<file path="src/rtl/util_fir_dec_pkg.sv">
// util_fir_dec_pkg
//   Shared constants, types and helpers for the util_fir_dec RX decimator.
//   SAMPLE_W          : ADC sample width (two's complement).
//   BEAT_W            : AXI-Stream beat width, {ch1, ch0}.
//   DEC_LOG2_DEFAULT  : default log2 of the decimation ratio.
//   ACC_W             : accumulator width for the default ratio; acc_width()
//                       gives it for any ratio.
//   mode_e            : registered copy of the decimate control.
//   sample_pair_t     : signed {ch1, ch0} sample pair.
package util_fir_dec_pkg;

    localparam int SAMPLE_W         = 16;
    localparam int BEAT_W           = 2 * SAMPLE_W;
    localparam int DEC_LOG2_DEFAULT = 3;
    localparam int ACC_W            = SAMPLE_W + DEC_LOG2_DEFAULT;

    typedef enum logic {
        MODE_PASS = 1'b0,
        MODE_DEC  = 1'b1
    } mode_e;

    typedef struct packed {
        logic signed [SAMPLE_W-1:0] ch1;
        logic signed [SAMPLE_W-1:0] ch0;
    } sample_pair_t;

    function automatic int acc_width(input int dec_log2);
        return SAMPLE_W + dec_log2;
    endfunction

    function automatic logic [BEAT_W-1:0] pack_beat(input logic [SAMPLE_W-1:0] ch1,
                                                    input logic [SAMPLE_W-1:0] ch0);
        return {ch1, ch0};
    endfunction

endpackage

</file>
<file path="src/rtl/util_fir_dec_fifo.sv">
// util_fir_dec_fifo
//   Synchronous FIFO with a registered head (first-word-fall-through).
//   The head register is a copy of the oldest entry, so the occupancy count
//   includes it and the FIFO holds exactly DEPTH beats.
//   Ports:
//     clk, rst    : clock, synchronous active-high reset
//     wr_en_i     : write request (accepted when not full, or when popping)
//     wr_data_i   : write data
//     rd_en_i     : consumer ready; pops the head when head_vld_o is set
//     rd_data_o   : registered head data
//     head_vld_o  : registered head valid (FIFO non-empty at the head)
//     full_o      : all DEPTH slots occupied
module util_fir_dec_fifo #(
    parameter int DEPTH = 4,
    parameter int WIDTH = 32
) (
    input  logic             clk,
    input  logic             rst,
    input  logic             wr_en_i,
    input  logic [WIDTH-1:0] wr_data_i,
    input  logic             rd_en_i,
    output logic [WIDTH-1:0] rd_data_o,
    output logic             head_vld_o,
    output logic             full_o
);

    localparam int AW = $clog2(DEPTH);
    localparam logic [AW:0]   CNT_ONE = (AW+1)'(1);
    localparam logic [AW:0]   CNT_TWO = (AW+1)'(2);
    localparam logic [AW:0]   CNT_MAX = (AW+1)'(DEPTH);
    localparam logic [AW-1:0] PTR_ONE = AW'(1);

    logic [WIDTH-1:0] mem_q [DEPTH];
    logic [AW-1:0]    wr_ptr_q, wr_ptr_d, rd_ptr_q, rd_ptr_d;
    logic [AW:0]      count_q, count_d;
    logic [WIDTH-1:0] head_q, head_d;
    logic             head_vld_q, head_vld_d;
    logic             wr_ok, rd_ok;

    assign full_o     = (count_q == CNT_MAX);
    assign rd_ok      = rd_en_i && head_vld_q;
    assign wr_ok      = wr_en_i && (!full_o || rd_ok);
    assign rd_data_o  = head_q;
    assign head_vld_o = head_vld_q;

    always_comb begin
        wr_ptr_d   = wr_ptr_q;
        rd_ptr_d   = rd_ptr_q;
        count_d    = count_q;
        head_d     = head_q;
        head_vld_d = head_vld_q;
        if (wr_ok) wr_ptr_d = wr_ptr_q + PTR_ONE;
        if (rd_ok) rd_ptr_d = rd_ptr_q + PTR_ONE;
        case ({wr_ok, rd_ok})
            2'b10:   count_d = count_q + CNT_ONE;
            2'b01:   count_d = count_q - CNT_ONE;
            default: count_d = count_q;
        endcase
        // Head reloads from memory only on a pop or when empty; a beat written
        // this cycle lands in the head one cycle later, so it stays stable
        // while stalled and the read never races the write.
        if (rd_ok) begin
            head_vld_d = (count_q >= CNT_TWO);
            if (count_q >= CNT_TWO) head_d = mem_q[rd_ptr_d];
        end else if (!head_vld_q && count_q != '0) begin
            head_vld_d = 1'b1;
            head_d     = mem_q[rd_ptr_q];
        end
    end

    always_ff @(posedge clk) begin
        if (rst) begin
            wr_ptr_q   <= '0;
            rd_ptr_q   <= '0;
            count_q    <= '0;
            head_q     <= '0;
            head_vld_q <= 1'b0;
        end else begin
            wr_ptr_q   <= wr_ptr_d;
            rd_ptr_q   <= rd_ptr_d;
            count_q    <= count_d;
            head_q     <= head_d;
            head_vld_q <= head_vld_d;
        end
    end

    always_ff @(posedge clk) begin
        if (wr_ok) mem_q[wr_ptr_q] <= wr_data_i;
    end

endmodule

</file>
<file path="src/rtl/util_fir_dec.sv">
// util_fir_dec
//   RX decimator: paired 16-bit ADC samples, optional boxcar accumulate-and-
//   dump by R = 2**DEC_LOG2, output as 32-bit AXI-Stream {ch1, ch0} through a
//   small FIFO. Define UTIL_FIR_DEC_ROUND_EN to round half up (with clip to
//   0x7FFF) instead of flooring on the dump.
//   Ports:
//     aclk, reset          : clock, synchronous active-high reset
//     adc_valid            : sample-pair strobe (cannot be stalled)
//     adc_data_0/1         : channel 0/1 samples
//     decimate             : 1 = average R samples, 0 = pass-through
//     m_axis_data_*        : AXI-Stream master (tvalid/tready/tdata)
//     ovf                  : sticky, a beat was dropped on a full FIFO
//     ovf_clr              : clears ovf (a new drop wins)
module util_fir_dec
    import util_fir_dec_pkg::*;
#(
    parameter int DEC_LOG2   = DEC_LOG2_DEFAULT,
    parameter int FIFO_DEPTH = 4
) (
    input  logic              aclk,
    input  logic              reset,
    input  logic              adc_valid,
    input  logic [15:0]       adc_data_0,
    input  logic [15:0]       adc_data_1,
    input  logic              decimate,
    output logic              m_axis_data_tvalid,
    input  logic              m_axis_data_tready,
    output logic [BEAT_W-1:0] m_axis_data_tdata,
    output logic              ovf,
    input  logic              ovf_clr
);

    localparam int AW = acc_width(DEC_LOG2);
    localparam logic [DEC_LOG2-1:0] PH_ONE = DEC_LOG2'(1);
`ifdef UTIL_FIR_DEC_ROUND_EN
    localparam logic signed [AW:0] RND_C = (AW+1)'((1 << DEC_LOG2) / 2);
    localparam logic signed [AW:0] MAX_C = (AW+1)'(32767);
`endif

    sample_pair_t             in_pair;
    mode_e                    mode_in, mode_q;
    logic                     mode_chg;
    logic signed [AW-1:0]     s0, s1;
    logic signed [AW-1:0]     acc0_q, acc0_d, acc1_q, acc1_d;
    logic [DEC_LOG2-1:0]      phase_q, phase_d, eff_phase;
    logic [BEAT_W-1:0]        beat_q, beat_d;
    logic                     beat_vld_q, beat_vld_d;
    logic                     ovf_q, ovf_d;
    logic                     fifo_full, pop, drop;

    function automatic logic [15:0] dump(input logic signed [AW-1:0] sum);
`ifdef UTIL_FIR_DEC_ROUND_EN
        logic signed [AW:0] q;
        q = ((AW+1)'(sum) + RND_C) >>> DEC_LOG2;
        if (q > MAX_C) return 16'h7FFF;
        return 16'(q);
`else
        return 16'(sum >>> DEC_LOG2);
`endif
    endfunction

    assign in_pair   = {adc_data_1, adc_data_0};
    assign s0        = AW'(in_pair.ch0);
    assign s1        = AW'(in_pair.ch1);
    assign mode_in   = decimate ? MODE_DEC : MODE_PASS;
    assign mode_chg  = (mode_in != mode_q);
    // A sample arriving with a mode change starts the new mode at phase 0.
    assign eff_phase = mode_chg ? '0 : phase_q;

    always_comb begin
        acc0_d     = acc0_q;
        acc1_d     = acc1_q;
        phase_d    = phase_q;
        beat_d     = beat_q;
        beat_vld_d = 1'b0;
        if (mode_chg) begin
            acc0_d  = '0;
            acc1_d  = '0;
            phase_d = '0;
        end
        if (adc_valid) begin
            if (mode_in == MODE_PASS) begin
                beat_d     = pack_beat(in_pair.ch1, in_pair.ch0);
                beat_vld_d = 1'b1;
            end else begin
                if (eff_phase == '0) begin
                    acc0_d = s0;
                    acc1_d = s1;
                end else begin
                    acc0_d = acc0_q + s0;
                    acc1_d = acc1_q + s1;
                end
                if (&eff_phase) begin
                    beat_d     = pack_beat(dump(acc1_d), dump(acc0_d));
                    beat_vld_d = 1'b1;
                    phase_d    = '0;
                end else begin
                    phase_d = eff_phase + PH_ONE;
                end
            end
        end
    end

    assign pop   = m_axis_data_tvalid && m_axis_data_tready;
    assign drop  = beat_vld_q && fifo_full && !pop;
    assign ovf_d = drop ? 1'b1 : (ovf_clr ? 1'b0 : ovf_q);

    always_ff @(posedge aclk) begin
        if (reset) begin
            mode_q     <= MODE_PASS;
            acc0_q     <= '0;
            acc1_q     <= '0;
            phase_q    <= '0;
            beat_q     <= '0;
            beat_vld_q <= 1'b0;
            ovf_q      <= 1'b0;
        end else begin
            mode_q     <= mode_in;
            acc0_q     <= acc0_d;
            acc1_q     <= acc1_d;
            phase_q    <= phase_d;
            beat_q     <= beat_d;
            beat_vld_q <= beat_vld_d;
            ovf_q      <= ovf_d;
        end
    end

    assign ovf = ovf_q;

    util_fir_dec_fifo #(
        .DEPTH (FIFO_DEPTH),
        .WIDTH (BEAT_W)
    ) u_fifo (
        .clk        (aclk),
        .rst        (reset),
        .wr_en_i    (beat_vld_q),
        .wr_data_i  (beat_q),
        .rd_en_i    (m_axis_data_tready),
        .rd_data_o  (m_axis_data_tdata),
        .head_vld_o (m_axis_data_tvalid),
        .full_o     (fifo_full)
    );

endmodule

</file>
<file path="config.mk">
export PLATFORM = sky130hd
export DESIGN_NAME = util_fir_dec
export DESIGN_NICKNAME = d
export VERILOG_FILES = /design/src/rtl/util_fir_dec_pkg.sv /design/src/rtl/util_fir_dec_fifo.sv /design/src/rtl/util_fir_dec.sv
export SDC_FILE = /design/constraint.sdc
export NUM_CORES = 1
export LEC_CHECK = 0
export ABC_AREA = 1
export ABC_CLOCK_PERIOD_IN_PS = 2700
export BUFFER_PORTS_ARGS = -buffer_cell sky130_fd_sc_hd__buf_2
export CORE_MARGIN = 5
export CORE_UTILIZATION = 50
export DETAILED_ROUTE_END_ITERATION = 8
export GPL_TIMING_DRIVEN = 0
export PLACE_DENSITY = 0.7
export SETUP_SLACK_MARGIN = 0.1
export SLEW_MARGIN = 20
export SYNTH_ARGS = -nofsm -noshare
export SYNTH_HDL_FRONTEND = slang
export SYNTH_SLANG_ARGS = --single-unit
</file>
<file path="constraint.sdc">
create_clock -name aclk -period 2.7 [get_ports aclk]
set_clock_uncertainty 0.1 [all_clocks]
set_input_delay 0.135 -clock aclk [delete_from_list [all_inputs] [get_ports aclk]]
set_output_delay 0.135 -clock aclk [all_outputs]
set_load 0.005 [all_outputs]
</file>
==> flow_summary.toml <==
[timing]
tightest_slew_ps = 737
max_freq_mhz = 413
setup_ws_ps = 281
period_share_pct = 89.6
final-setup-viol-count = 0
hold_violations = 0
slew_headroom_pct = 50.9
drv_slew = 0
final.setup.tns_ps = 0
min_period_ps = 2420
grt_setup_unrepaired = "yes"

[pwr]
clock_power_share_pct = 38.0
total_power_mw = 9.16
vdd_drop_max_uv = 430
netSwitchingPower_mw = 2.51
power_density_nw_per_um2 = 659
seq_power_share_pct = 45.9
power_leakage_nw = 5.88
swShare_pct = 27.4
combPwrFrac_pct = 16.1
power.internal_mw = 6.65

[place]
dp_worst_setup_slack_ps = 59.5
detailedPlacementHpwl_um = 22500
numPortBuffers = 70
placed_cells = 1800
gp_congestion = 0.928

[global_route]
grt_max_degree = 23
grt_pass1_wl_um = 49900
grt_use_total_pct = 23.3
antenna_found_initial = 0
gr-total-overflow = 0
grt_pass1_vias = 9675

[run]
cap_violations = 0

[cts]
tritoncts = "yes"
cts_buffers = 26
clk_latency_ps = 520
clockBufferDepth = 3
cts_num_sinks = 244
path_clk_slew_ps = 60
post-cts-setup-buffer-count = 0
cts_root_buf = "clkbuf_16"
h-tree-depth = 1

[die]
start_util_pct = 50.6
die_area_um2 = 26800
die_height_um = 164
die-width_um = 164
fp.coreArea_um2 = 23300
rows = 56
pin_count = 72

[synth]
synth.distinct_cells = 35
syn_area_um2 = 11800
synth_seq_cells = 244
yosys.area.top_type = "edfxtp_1"
syn-num-nets = 1492
yosysSeqAreaShare_pct = 52.2
syn_inst = 1407
synth_top_area_share_pct = 32.6
yosysWarnings = 0
ys_top_cells_by_area = "edfxtp_1 (33%), dfxtp_1 (20%), nand2_1 (10%), a21oi_1 (7.8%), o21ai_0 (5.9%)"
synth.avg_cell_area_um2 = 8.39

[drt]
wire_per_inst_um = 16.5
routed-via-count = 10100
drc = 0
wl_um = 31200
drt_iter0_markers = 773
ant_nets = 0
firstDrtPassIters = 5
viasPerCell = 5.35

[worst_setup_path]
worstPathArrival_ps = 2710
cp-end-kind = "flip-flop"
path_max_fanout = 10
required_ps = 2990
start_kind = "flip-flop"
critical_path_class = "reg2reg"

[outcome]
status = "complete, no violations"

[worst_hold_path]
hold_path.class = "in2reg"

[cells_and_area]
synthToLayoutAreaGrowth_pct = 17.7
fillers = 2098
final_cells = 1883
antenna_cells = 0
utilization_pct = 59.6
nets = 1629
drive_gt1_share_pct = 10.4
==> registers in the layout (all words and copies together), names as in the netlist, 2 cells and up <==
signal and count:
acc0_q 19, acc1_q 19, beat_q 32, phase_q 3, u_fifo.count_q 3, u_fifo.mem_q 128
u_fifo.rd_data_o 32, u_fifo.rd_ptr_q 2, u_fifo.wr_ptr_q 2
==> per-layer routing <==
layer	global-route usage [%]	share of wire, %	wire length (µm)
met1	32.3	44	13700
met5	0	0	0
met2	39.2	47	14700
met3	2.50	6.7	2080
met4	6.48	1.9	603
==> final timing paths <==
kind / startpoint / end / slack (ps) / cells past startpoint
worst min-delay path: decimate / acc0_q[2] / 40 / 5
worst max-delay path: mode_q / beat_q[19] / 280 / 13
worst max register to register: mode_q / beat_q[19] / 280 / 13
worst min register to register: u_fifo.rd_data_o[14] / u_fifo.rd_data_o[14] / 360 / 2
==> synth_stat cells <==
cell type    n
inv_2        4
fa_1         3
xnor2_2      1
xor2_1       5
clkbuf_1    40
or2_2        6
o21ai_2      1
buf_2       17
inv_1      123
o21ai_0    140
nor2_1     107
xnor2_1      7
nand3_1     79
nand2_2      4
clkbuf_2     1
clkbuf_4     1
ha_1        44
o211ai_1     2
nand2_4      2
edfxtp_1   128
or2_1        5
nand3b_1     3
nor3_1       4
a21oi_1    185
o22ai_1     32
buf_4        2
dfxtp_1    116
buf_1        2
clkinv_1     1
buf_6        3
nand2_1    319
o21ai_1     10
and2_1       4
o21bai_1     5
nor4_1       1
==> cell families after synthesis <==
logic type	after synthesis	share of synthesized area [%]
buffers and inverters	194	6.65
flip-flops	244	52.2
adder cells (fa/ha/maj)	47	5.17
AND/OR/NAND/NOR	534	18.5
XOR/XNOR	13	1.03
AO/OA/AOI/OAI	375	16.4
==> area by class of cell <==
cell class,count,area [µm²],area share (%)
well taps,319,399,2.87
clock buffers,41,768,5.53
plain buffers,66,309,2.22
clock inverters,7,70.1,0.504
flip-flops and latches,244,6170,44.4
inverters,128,480,3.46
multi-input cells,969,4900,35.3
repair buffers,109,803,5.78
==> power groups by stage <==
stage | Clock (mW) | Sequential [mW] | Combinational, mW
2_1_floorplan | 0 | 4.26 | 0.926
3_3_place_gp | 0 | 4.28 | 1.39
3_5_place_dp | 0 | 4.28 | 1.42
4_1_cts | 3.53 | 4.20 | 1.47
5_1_grt | 3.68 | 4.23 | 1.66
6_report | 3.48 | 4.20 | 1.47
==> cells in the final DEF (no fill, tap or decap), types with 4 or more instances in the layout <==
cell,instances
and2_1,4
clkbuf_8,4
nor3_1,4
clkbuf_1,46
clkbuf_2,5
ha_1,44
buf_2,87
nand2_1,318
xor2_1,5
nor2_4,4
o21ai_0,129
nor2_1,103
nand2_2,5
edfxtp_1,128
inv_1,123
dlygate4sd3_1,35
o22ai_1,32
inv_2,4
clkbuf_16,27
or2_1,5
o21ai_1,21
nand3_1,79
o21bai_1,5
dfxtp_1,116
a21oi_1,185
or2_2,6
xnor2_1,7
==> critical path, stage by stage, from the launching register on <==
cell,delay (ps)
dfxtp_1,320
inv_1,50
nand2_2,60
nand2_2,80
buf_2,200
nand2_1,150
inv_1,60
ha_1,180
ha_1,230
o21ai_4,240
inv_1,140
clkbuf_2,200
o21ai_0,200
a21oi_1,70
==> what timing repair did <==
action / in CTS / in global routing
endpoints found under the setup margin: 1 / 31
gates resized for setup: 1 / 21
hold buffers: 35 / 0
endpoints found under the hold margin: 43 / 0
==> stage by stage <==
stage,cell area [µm²],hold slack [ps]
floorplan,11800,198
global route,13900,68.5
finish,13900,36.3
detailed placement,12700,305
CTS,13900,13.0
global placement,12600,291
Note: power is estimated with default switching activity, not from simulation.
